[config.mk]
export PLATFORM = sky130hd
export DESIGN_NAME = mesh_term_src_fifo
export DESIGN_NICKNAME = d
export VERILOG_FILES = /design/src/rtl/mesh_term_src_fifo.sv
export SDC_FILE = /design/constraint.sdc
export NUM_CORES = 1
export LEC_CHECK = 0
export ABC_AREA = 1
export BUFFER_PORTS_ARGS = -buffer_cell sky130_fd_sc_hd__buf_2
export CAP_MARGIN = 5
export CORE_MARGIN = 5
export CORE_UTILIZATION = 47
export CTS_CLUSTER_SIZE = 30
export DETAILED_ROUTE_END_ITERATION = 8
export PLACE_DENSITY = 0.66
export SYNTH_ARGS = -nofsm -noshare
export SYNTH_HDL_FRONTEND = slang
export SYNTH_SLANG_ARGS = --single-unit
[constraint.sdc]
create_clock -name clk -period 5.17 [get_ports clk]
set_input_delay 1.034 -clock clk [delete_from_list [all_inputs] [get_ports clk]]
set_output_delay 1.034 -clock clk [all_outputs]
set_load 0.02 [all_outputs]
[src/rtl/mesh_term_src_fifo.sv]
// Per-terminal ingress FIFO feeding one mesh terminal input with first-word fall-through,
// sticky overflow/underflow flags and a saturating drop counter.
module mesh_term_src_fifo #(
  parameter int unsigned PCKG_SZ = 40,
  parameter int unsigned DEPTH   = 16,
  parameter int unsigned CNT_W   = 8
) (
  input  logic                       clk,
  input  logic                       reset,
  input  logic                       push,
  input  logic [PCKG_SZ-1:0]         data_in,
  output logic                       full,
  output logic [$clog2(DEPTH+1)-1:0] count,
  output logic                       pndng_i_in,
  output logic [PCKG_SZ-1:0]         data_out_i_in,
  input  logic                       popin,
  output logic                       overflow,
  output logic                       underflow,
  output logic [CNT_W-1:0]           drop_cnt
);

  localparam int unsigned PtrW = (DEPTH > 1) ? $clog2(DEPTH) : 1;
  localparam int unsigned CntW = $clog2(DEPTH + 1);
  localparam logic [PtrW-1:0] LastPtr = PtrW'(DEPTH - 1);
  localparam logic [CntW-1:0] FullCnt = CntW'(DEPTH);

  logic [PCKG_SZ-1:0] mem_q [DEPTH];

  logic [PtrW-1:0]  wr_ptr_q, wr_ptr_d;
  logic [PtrW-1:0]  rd_ptr_q, rd_ptr_d;
  logic [CntW-1:0]  count_q, count_d;
  logic             overflow_q, overflow_d;
  logic             underflow_q, underflow_d;
  logic [CNT_W-1:0] drop_cnt_q, drop_cnt_d;

  logic empty;
  logic is_full;
  logic pop_ok;
  logic push_ok;
  logic push_drop;

  assign empty   = (count_q == '0);
  assign is_full = (count_q == FullCnt);

  always_comb begin
    pop_ok      = 1'b0;
    push_ok     = 1'b0;
    push_drop   = 1'b0;
    wr_ptr_d    = wr_ptr_q;
    rd_ptr_d    = rd_ptr_q;
    count_d     = count_q;
    overflow_d  = overflow_q;
    underflow_d = underflow_q;
    drop_cnt_d  = drop_cnt_q;

    pop_ok = popin && !empty;
    // A full FIFO still accepts a push when the head leaves in the same cycle.
    if (push) begin
      if (!is_full || pop_ok) begin
        push_ok = 1'b1;
      end else begin
        push_drop = 1'b1;
      end
    end

    if (popin && empty) begin
      underflow_d = 1'b1;
    end

    if (push_drop) begin
      overflow_d = 1'b1;
      if (drop_cnt_q != '1) begin
        drop_cnt_d = drop_cnt_q + CNT_W'(1);
      end
    end

    if (pop_ok) begin
      rd_ptr_d = (rd_ptr_q == LastPtr) ? '0 : rd_ptr_q + PtrW'(1);
    end
    if (push_ok) begin
      wr_ptr_d = (wr_ptr_q == LastPtr) ? '0 : wr_ptr_q + PtrW'(1);
    end

    if (push_ok && !pop_ok) begin
      count_d = count_q + CntW'(1);
    end else if (pop_ok && !push_ok) begin
      count_d = count_q - CntW'(1);
    end
  end

  always_ff @(posedge clk) begin
    if (!reset) begin
      wr_ptr_q    <= '0;
      rd_ptr_q    <= '0;
      count_q     <= '0;
      overflow_q  <= 1'b0;
      underflow_q <= 1'b0;
      drop_cnt_q  <= '0;
    end else begin
      wr_ptr_q    <= wr_ptr_d;
      rd_ptr_q    <= rd_ptr_d;
      count_q     <= count_d;
      overflow_q  <= overflow_d;
      underflow_q <= underflow_d;
      drop_cnt_q  <= drop_cnt_d;
    end
  end

  // Storage is left uncleared by reset; reset only blocks the write.
  always_ff @(posedge clk) begin
    if (reset && push_ok) begin
      mem_q[wr_ptr_q] <= data_in;
    end
  end

  assign full          = is_full;
  assign count         = count_q;
  assign pndng_i_in    = !empty;
  assign data_out_i_in = empty ? '0 : mem_q[rd_ptr_q];
  assign overflow      = overflow_q;
  assign underflow     = underflow_q;
  assign drop_cnt      = drop_cnt_q;

endmodule

# Word-level counts from Yosys, hierarchy flattened
# Memory sizes are Yosys's and may differ from the RTL's. A register that Yosys moved wholly into a read port is not among the register bits.
# Index checks and enable logic that the tools add are counted.
totals:
  reg_bits: 23
  mem_bits_rw: 640
  in_bits: 44
  out_inout_bits: 57
  elab_cells: 42
  mem_count: 1
op_classes:
  n_addsub: 5
  n_eq_ne: 4
  muxes: 13
  n_reduce_logical: 13
memory_table:
  columns: ["name", "words", "word_bits", "rd", "rd_ports_with_merged_regs", "write_ports", "line", "rtl"]
  rows:
  - ["mem_q", 16, 40, 1, 1, 1, "27", "logic [PCKG_SZ-1:0] mem_q [DEPTH];"]
op_table:
  columns: ["cell", "n"]
  rows:
  - ["$mux W40", 1]
  - ["$mux W4", 4]
  - ["$mux W5", 2]
  - ["$add A4 B1 Y4 const B", 2]
  - ["$add A8 B1 Y8 const B", 1]
  - ["$eq A4 B4 Y1 const B", 2]
  - ["$ne A8 B8 Y1 const B", 1]
  - ["$mux W1", 6]
  - ["$add A5 B1 Y5 const B", 1]
  - ["$eq A5 B5 Y1 const B", 1]
  - ["$logic_and A1 B1 Y1", 5]
  - ["$logic_not A5 Y1", 1]
  - ["$sub A5 B1 Y5 const B", 1]
  - ["$logic_not A1 Y1", 4]
  - ["$reduce_and A2 Y1", 1]
  - ["$reduce_bool A2 Y1", 1]
  - ["$logic_or A1 B1 Y1", 1]

# Logic depth before layout (Yosys ltp)
# Gate-level depths: netlist (run 1).
depth:
  ltp_word: 10
  mapped_depth: 13
  depth_no_buf: 13

# Least setup slack after synthesis (run 1)
# Ideal clock, no wire load.
synth_path:
  path_kind: "input port to flip-flop"
  start: "input reset"
  end: "memory mem_q[3][0], enable pin"
  setup_time_ns: 0.487
  t_arrival_ns: 4.407
  setup_slack_ns: 0.276
  stages: 5
  n_path_buf: 1
  cell_sequence: "clkbuf_1 inv_1 nor2_1 inv_1 nor3_1"
synth_via:
  elab_chain_len: 3
synth_lines:
  columns: ["item", "line", "rtl"]
  rows:
  - ["start, declared", "9", "input logic reset,"]
  - ["$logic_and A1 B1 Y1", "111", "if (reset && push_ok) begin"]
  - ["$mux W1", "111", null]
  - ["$mux W1 (implied by the code)", "112", "mem_q[wr_ptr_q] <= data_in;"]
  - ["end, declared", "27", null]
# Every way passes these cells.

==> flow_metrics.py, run 1 <==
metrics = {
    "outcome": {
        "status": "complete, no violations",
    },
    "sta": {
        "maxSlewViolCount": 0,
        "period_share_pct": 85.3,
        "relSlewSlack_pct": 21.7,
        "hold_viol_final": 0,
        "setup_viol": 0,
        "tightest_slew_ns": 1.18,
        "fin_skew_ns": 0.0169,
        "rsz0062_at_grt": "false",
        "fin_setup_tns_ns": 0,
        "fmax_mhz": 227,
        "min_period_ns": 4.41,
    },
    "floorplan": {
        "die_w_um": 250,
        "pin_count": 101,
        "core_area_um2": 57400,
        "die_h_um": 250,
        "die_area_um2": 62500,
        "initial_core_util_pct": 47.2,
        "rows": 88,
    },
    "setup_path": {
        "critPathKind": "register to output port",
        "crit_path_frequent_cell": "nand2_1",
        "required_ns": 4.14,
        "cp-end-kind": "output port",
        "start_kind": "register",
        "critPathSlowestCell": "inv_8",
        "cp_top_family": "buffers and inverters",
        "worst_path_largest_cell_delay_ns": 0.71,
        "crit_fanout": 157,
        "arrival_ns": 3.38,
        "crit_buf_inv": 3,
        "critical_path.cell_chain": "inv_8 > buf_4 > nand2_1 > nand3_1 > nand3_1 > nand2_1 > nand2_1 > a21oi_1 > buf_2",
    },
    "placed_design": {
        "gp_congestion": 0.792,
        "post_dp_cell_area_um2": 28300,
        "dp_cells": 3086,
        "placement.io_buffers": 100,
        "dp_hpwl_mm": 33.0,
    },
    "logic_synthesis": {
        "syn_avg_cell_area_um2": 11.7,
        "synthTopCellsByCount": "nand2_1 (846), edfxtp_1 (640), nand3_1 (508)",
        "async_flop_share_pct": 0,
        "synth_edf_count": 640,
        "yosysMostFrequentCell": "nand2_1",
        "synthFlopType": "edfxtp_1",
        "synth_seq_cells": 667,
        "syn_area_um2": 27100,
        "synth_fp_nets": 2374,
        "yosys.area.top_type": "edfxtp_1",
        "ys_seq_area_share_pct": 72.9,
        "netlist.area_leader.share_pct": 71.0,
        "synth_cells": 2319,
        "yosysWarnings": 0,
        "ys_types": 25,
        "synth.area.top_cells": "edfxtp_1 (71%), nand2_1 (12%), nand3_1 (9.4%)",
    },
    "clock_tree": {
        "cts_root_buffer": "clkbuf_16",
        "clock_path_buffers": 3,
        "cts.clk_slew.worst_paths_ns": 0.06,
        "cts_hold_buffers": 0,
        "cts_tree": "built",
        "cts_sinks": 667,
        "cts_max_level": 3,
        "cts_setup_buffers": 0,
        "clkLatencyLatePin_ns": 0.61,
        "ctsResizeCount": 0,
        "numCtsBuffers": 70,
    },
    "detailed_routing": {
        "wire_per_inst_um": 21.2,
        "wirelength_mm": 68.1,
        "drcViolationCount": 0,
        "detail-route-antenna-nets": 0,
        "dr.pass1.iters": 5,
        "routed_via_density": 5.52,
        "vias": 17700,
        "drtIter0Drc": 1675,
    },
    "power_and_ir_drop": {
        "pwr_density_cell_nw_per_um2": 469,
        "ir_worst_vdd_uv": 613,
        "leakagePower_nw": 11.1,
        "power_mw": 14.3,
    },
    "grt": {
        "grt_max_degree": 201,
        "antenna_found_initial": 4,
        "grt_first_pass_wirelength_mm": 103,
        "grt_pass1_vias": 17100,
        "grt-ovfl-total": 0,
        "track_usage_pct": 21.4,
    },
    "cells_and_area": {
        "instances_no_fill": 3211,
        "drive_gt1_share_pct": 10.9,
        "area_growth_pct": 12.5,
        "final_net_count": 2448,
        "stdcell_area_um2": 30500,
        "final_util_pct": 53.1,
    },
    "hold_path": {
        "hp-class": "register to register",
    },
    "flow_run": {
        "drv_cap": 0,
    },
}
-- registers in the layout (all words and copies together), names as in the netlist, named ones only --
signal and count:
drop_cnt 8, rd_ptr_q 4, count 5, wr_ptr_q 4
mem_q 640, underflow 1, overflow 1
-- layout by cell type, fill, tap and decap left out, types with 2 or more instances in the layout --
cell type	count
buf_2	100
nor3_2	3
nand3_1	508
dfxtp_4	3
nand2_1	846
a21oi_2	7
nor3_1	2
inv_2	2
nor2_1	19
buf_4	38
o21ai_0	8
clkinv_1	18
clkinv_4	2
clkinv_2	10
clkbuf_16	72
inv_1	30
buf_12	2
edfxtp_1	640
dfxtp_1	23
clkbuf_1	13
inv_6	4
nor2_4	13
a21oi_1	52
xnor2_1	5
ha_1	10
bufinv_16	6
-- final cells by class --
type                    count  area, µm²
diodes                      1       2.50
clock buffers              85       1850
clock inverters            39        353
fillers                  4736      26900
inverters                  35        145
multi-input cells        1479       6560
flip-flops and latches    667      19800
well taps                 765        957
repair buffers            140        826
-- worst reg2reg max path, cell delays in order, from the launching register on --
cell,delay [ns]
dfxtp_1,0.42
nor2_1,0.10
nand4_1,0.15
nand2_1,0.18
nor2_1,0.22
nand2_1,0.29
nor2_4,0.88
buf_4,0.41
-- routing by layer --
layer / wire length, µm / GRT usage, % / up-vias
met3: 5570 / 3.63 / 113
met2: 32400 / 34.6 / 727
li1: - / - / 8267
met5: 34 / 0 / -
met4: 1790 / 6.97 / 4
met1: 28300 / 29.9 / 8621
-- path summary, 6_finish.rpt --
check	end	start	slack (ns)	depth (start not counted)
worst max register to register	mem_q[8][20]$_DFFE_PP_	count[1]$_SDFFE_PN0P_	2.20	7
worst max-delay path	data_out_i_in[9]	register	0.76	9
worst min register to register	underflow$_SDFFE_PN0P_	underflow$_SDFFE_PN0P_	0.48	2
worst min-delay path	underflow$_SDFFE_PN0P_	underflow$_SDFFE_PN0P_	0.48	2
-- report_power, final --
group / internal [mW] / switching [mW] / total (mW)
clock: 2.85 / 2.01 / 4.85
sequential: 6.01 / 0.133 / 6.14
combinational: 0.946 / 2.36 / 3.31
total: 9.80 / 4.50 / 14.3
-- kinds of logic (layout without fill, tap and decap cells) --
| kind of cell | count (synthesis) | count (layout) | synth area share [%] |
|---|---|---|---|
| buffers and inverters | 173 | 299 | 3.24 |
| AOI/OAI and AO/OA | 68 | 68 | 1.36 |
| DFF | 667 | 667 | 72.9 |
| other | 0 | 1 | 0 |
| adders and majority gates | 11 | 11 | 0.536 |
| xor gates and xnor gates | 6 | 6 | 0.194 |
| and+or+nand+nor | 1394 | 1394 | 21.7 |
-- through the flow --
step | hold WS, ns | setup WS, ns
2_1_floorplan | 0.460 | 0.276
3_3_place_gp | 0.452 | 1.44
5_1_grt | 0.494 | 0.529
6_report | 0.476 | 0.760
4_1_cts | 0.478 | 0.746
3_5_place_dp | 0.462 | 1.40
Power figures use the tool's default switching activity.
==> inputs of run 2 (changes only) <==
==> constraint.sdc (replaced) <==
create_clock -name clk -period 3.6 [get_ports clk]
set_input_delay 0.72 -clock clk [delete_from_list [all_inputs] [get_ports clk]]
set_output_delay 0.72 -clock clk [all_outputs]
set_load 0.02 [all_outputs]
==> run 2 against run 1 <==
  * Die area stayed put
  * Utilization is 0.44 points higher
  * Sequential power is 43% higher
  * Final area is 0.82% higher
  * Non-clock buffer count is 9 higher
  * Critical path depth stayed put
  * Worst hold slack worse by 0.049 ns
  * Routed wire length is 0.30% lower
  * Global-route usage hardly changed
  * Total power is 42% higher
  * Critical path type unchanged
==> flow_metrics.py, run 2 (synthesized netlist as in run 1, its figures left out) <==
metrics = {
    "floorplan": {
        "core_area_um2": 57400,
        "die_w_um": 250,
        "pin_count": 101,
        "rows": 88,
        "die_area_um2": 62500,
        "initial_core_util_pct": 47.2,
        "die_h_um": 250,
    },
    "detailed_routing": {
        "drcViolationCount": 0,
        "wirelength_mm": 67.9,
        "dr.pass1.iters": 5,
        "routed_via_density": 5.58,
        "vias": 17900,
        "drtIter0Drc": 1693,
        "wire_per_inst_um": 21.1,
        "detail-route-antenna-nets": 0,
    },
    "setup_path": {
        "cp-end-kind": "output port",
        "reg2reg_depth": 7,
        "start_kind": "register",
        "required_ns": 2.88,
        "crit_fanout": 52,
        "worstSetupEndpoint": "data_out_i_in[10]",
        "r2r_start": "count[1]$_SDFFE_PN0P_",
        "reg2reg_slack_ns": 1.10,
        "critPathKind": "register to output port",
        "timing.rr.end": "mem_q[13][18]$_DFFE_PP_",
        "arrival_ns": 2.74,
    },
    "power_and_ir_drop": {
        "combPwrFrac_pct": 24.7,
        "p_seq_share_pct": 43.2,
        "clock_power_share_pct": 32.0,
        "ir_worst_vdd_uv": 633,
        "intPower_mw": 13.8,
        "swShare_pct": 31.9,
        "p_switching_mw": 6.46,
        "leakagePower_nw": 11.1,
        "pwr_density_cell_nw_per_um2": 660,
    },
    "cells_and_area": {
        "top_register": "mem_q",
        "final_common_cell": "nand2_1",
        "area_growth_pct": 13.4,
        "final_net_count": 2455,
        "layout_common_cells": "nand2_1 (846), edfxtp_1 (640), nand3_1 (508)",
        "largest_reg_flops": 640,
        "nFillCells": 4779,
        "drive_gt1_share_pct": 10.9,
        "stdcell_area_um2": 30700,
    },
    "sta": {
        "period_share_pct": 96.0,
        "relSlewSlack_pct": 46.0,
        "fin_setup_tns_ns": 0,
        "tightest_slew_ns": 0.810,
        "min_period_ns": 3.46,
        "maxSlewViolCount": 0,
        "setup_viol": 0,
        "fmax_mhz": 289,
        "rsz0062_at_grt": "false",
        "hold_viol_final": 0,
        "fin_skew_ns": 0.0226,
    },
    "clock_tree": {
        "cts_tree": "built",
        "numCtsBuffers": 68,
        "cts_max_level": 3,
        "cts_root_buffer": "clkbuf_16",
        "clkLatencyLatePin_ns": 0.60,
        "cts.clk_slew.worst_paths_ns": 0.06,
        "cts_hold_buffers": 0,
        "clock_path_buffers": 3,
        "cts_sinks": 667,
    },
    "placed_design": {
        "placement.io_buffers": 100,
        "post_dp_cell_area_um2": 28700,
        "gp_congestion": 0.791,
        "dp_hpwl_mm": 34.2,
    },
    "grt": {
        "antenna_found_initial": 6,
        "grt_pass1_vias": 17400,
        "grt_first_pass_wirelength_mm": 104,
        "track_usage_pct": 21.3,
        "grt-ovfl-total": 0,
        "grt_max_degree": 134,
    },
    "outcome": {
        "status": "complete, no violations",
    },
    "hold_path": {
        "hp-class": "input pin to register",
    },
    "flow_run": {
        "drv_cap": 0,
    },
}
-- run 2: power groups by stage --
stage / clock network [mW] / registers [mW] / logic, mW
6_report: 6.49 / 8.76 / 5.01
5_1_grt: 6.93 / 8.77 / 5.52
4_1_cts: 6.59 / 8.77 / 5.00
3_5_place_dp: 0 / 8.94 / 4.98
3_3_place_gp: 0 / 8.93 / 4.90
2_1_floorplan: 0 / 8.88 / 3.42
-- run 2: cell type report --
type	instances	area (µm²)	area share (%)
clock buffers	89	1850	6.04
well taps	765	957	3.12
flip-flops and latches	667	19800	64.4
multi-input cells	1479	6560	21.4
clock inverters	27	160	0.521
repair buffers	149	1260	4.11
inverters	35	145	0.472
diodes	2	5.00	0.0163
-- run 2: how the worst min path moves through the flow --
stage                     slack [ns]  cells past startpoint                      to                     start
after floorplan                 0.46                      2                register  rd_ptr_q[2]$_SDFFE_PN0N_
after global placement          0.46                      2  underflow$_SDFFE_PN0P_    underflow$_SDFFE_PN0P_
after detailed placement        0.46                      2   overflow$_SDFFE_PN0P_     overflow$_SDFFE_PN0P_
after CTS                       0.41                      3  underflow$_SDFFE_PN0P_                     popin
after global routing            0.45                      3  underflow$_SDFFE_PN0P_                     popin
final                           0.43                      3  underflow$_SDFFE_PN0P_                     popin
-- run 2: repair_timing --
item,in CTS,in global routing
setup endpoints to repair,0,5
hold endpoints to repair,0,0
buffers inserted,0,1
gates resized for setup,0,2
-- run 2: critical path: stages, from the launching register on --
cell and delay, ns:
dfxtp_4 0.48, inv_8 0.33, buf_12 0.29, nand2_1 0.08
nand3_1 0.08, nand3_1 0.08, nand2_1 0.09, nand2_1 0.05
a21oi_1 0.38, buf_2 0.25
-- run 2: per-stage QoR --
| step | worst slack, ns | utilization [%] | instances | power [mW] | hold WS (ns) |
|---|---|---|---|---|---|
| 2_1_floorplan | -0.980 | - | 2319 | 12.3 | 0.460 |
| 3_3_place_gp | 0.698 | 50.0 | 3094 | 13.8 | 0.458 |
| 3_5_place_dp | 0.666 | 50.0 | 3094 | 13.9 | 0.464 |
| 4_1_cts | 0.0331 | 53.5 | 3210 | 20.4 | 0.407 |
| 5_1_grt | 0.0155 | 53.5 | 3213 | 21.2 | 0.454 |
| 6_report | 0.143 | 53.5 | 3213 | 20.3 | 0.427 |
-- run 2: routing by layer --
layer | routed length, µm | global-route usage, %
met5 | 41 | 0
met4 | 1670 | 7.09
met3 | 5410 | 3.41
met2 | 32200 | 33.7
met1 | 28600 | 30.7
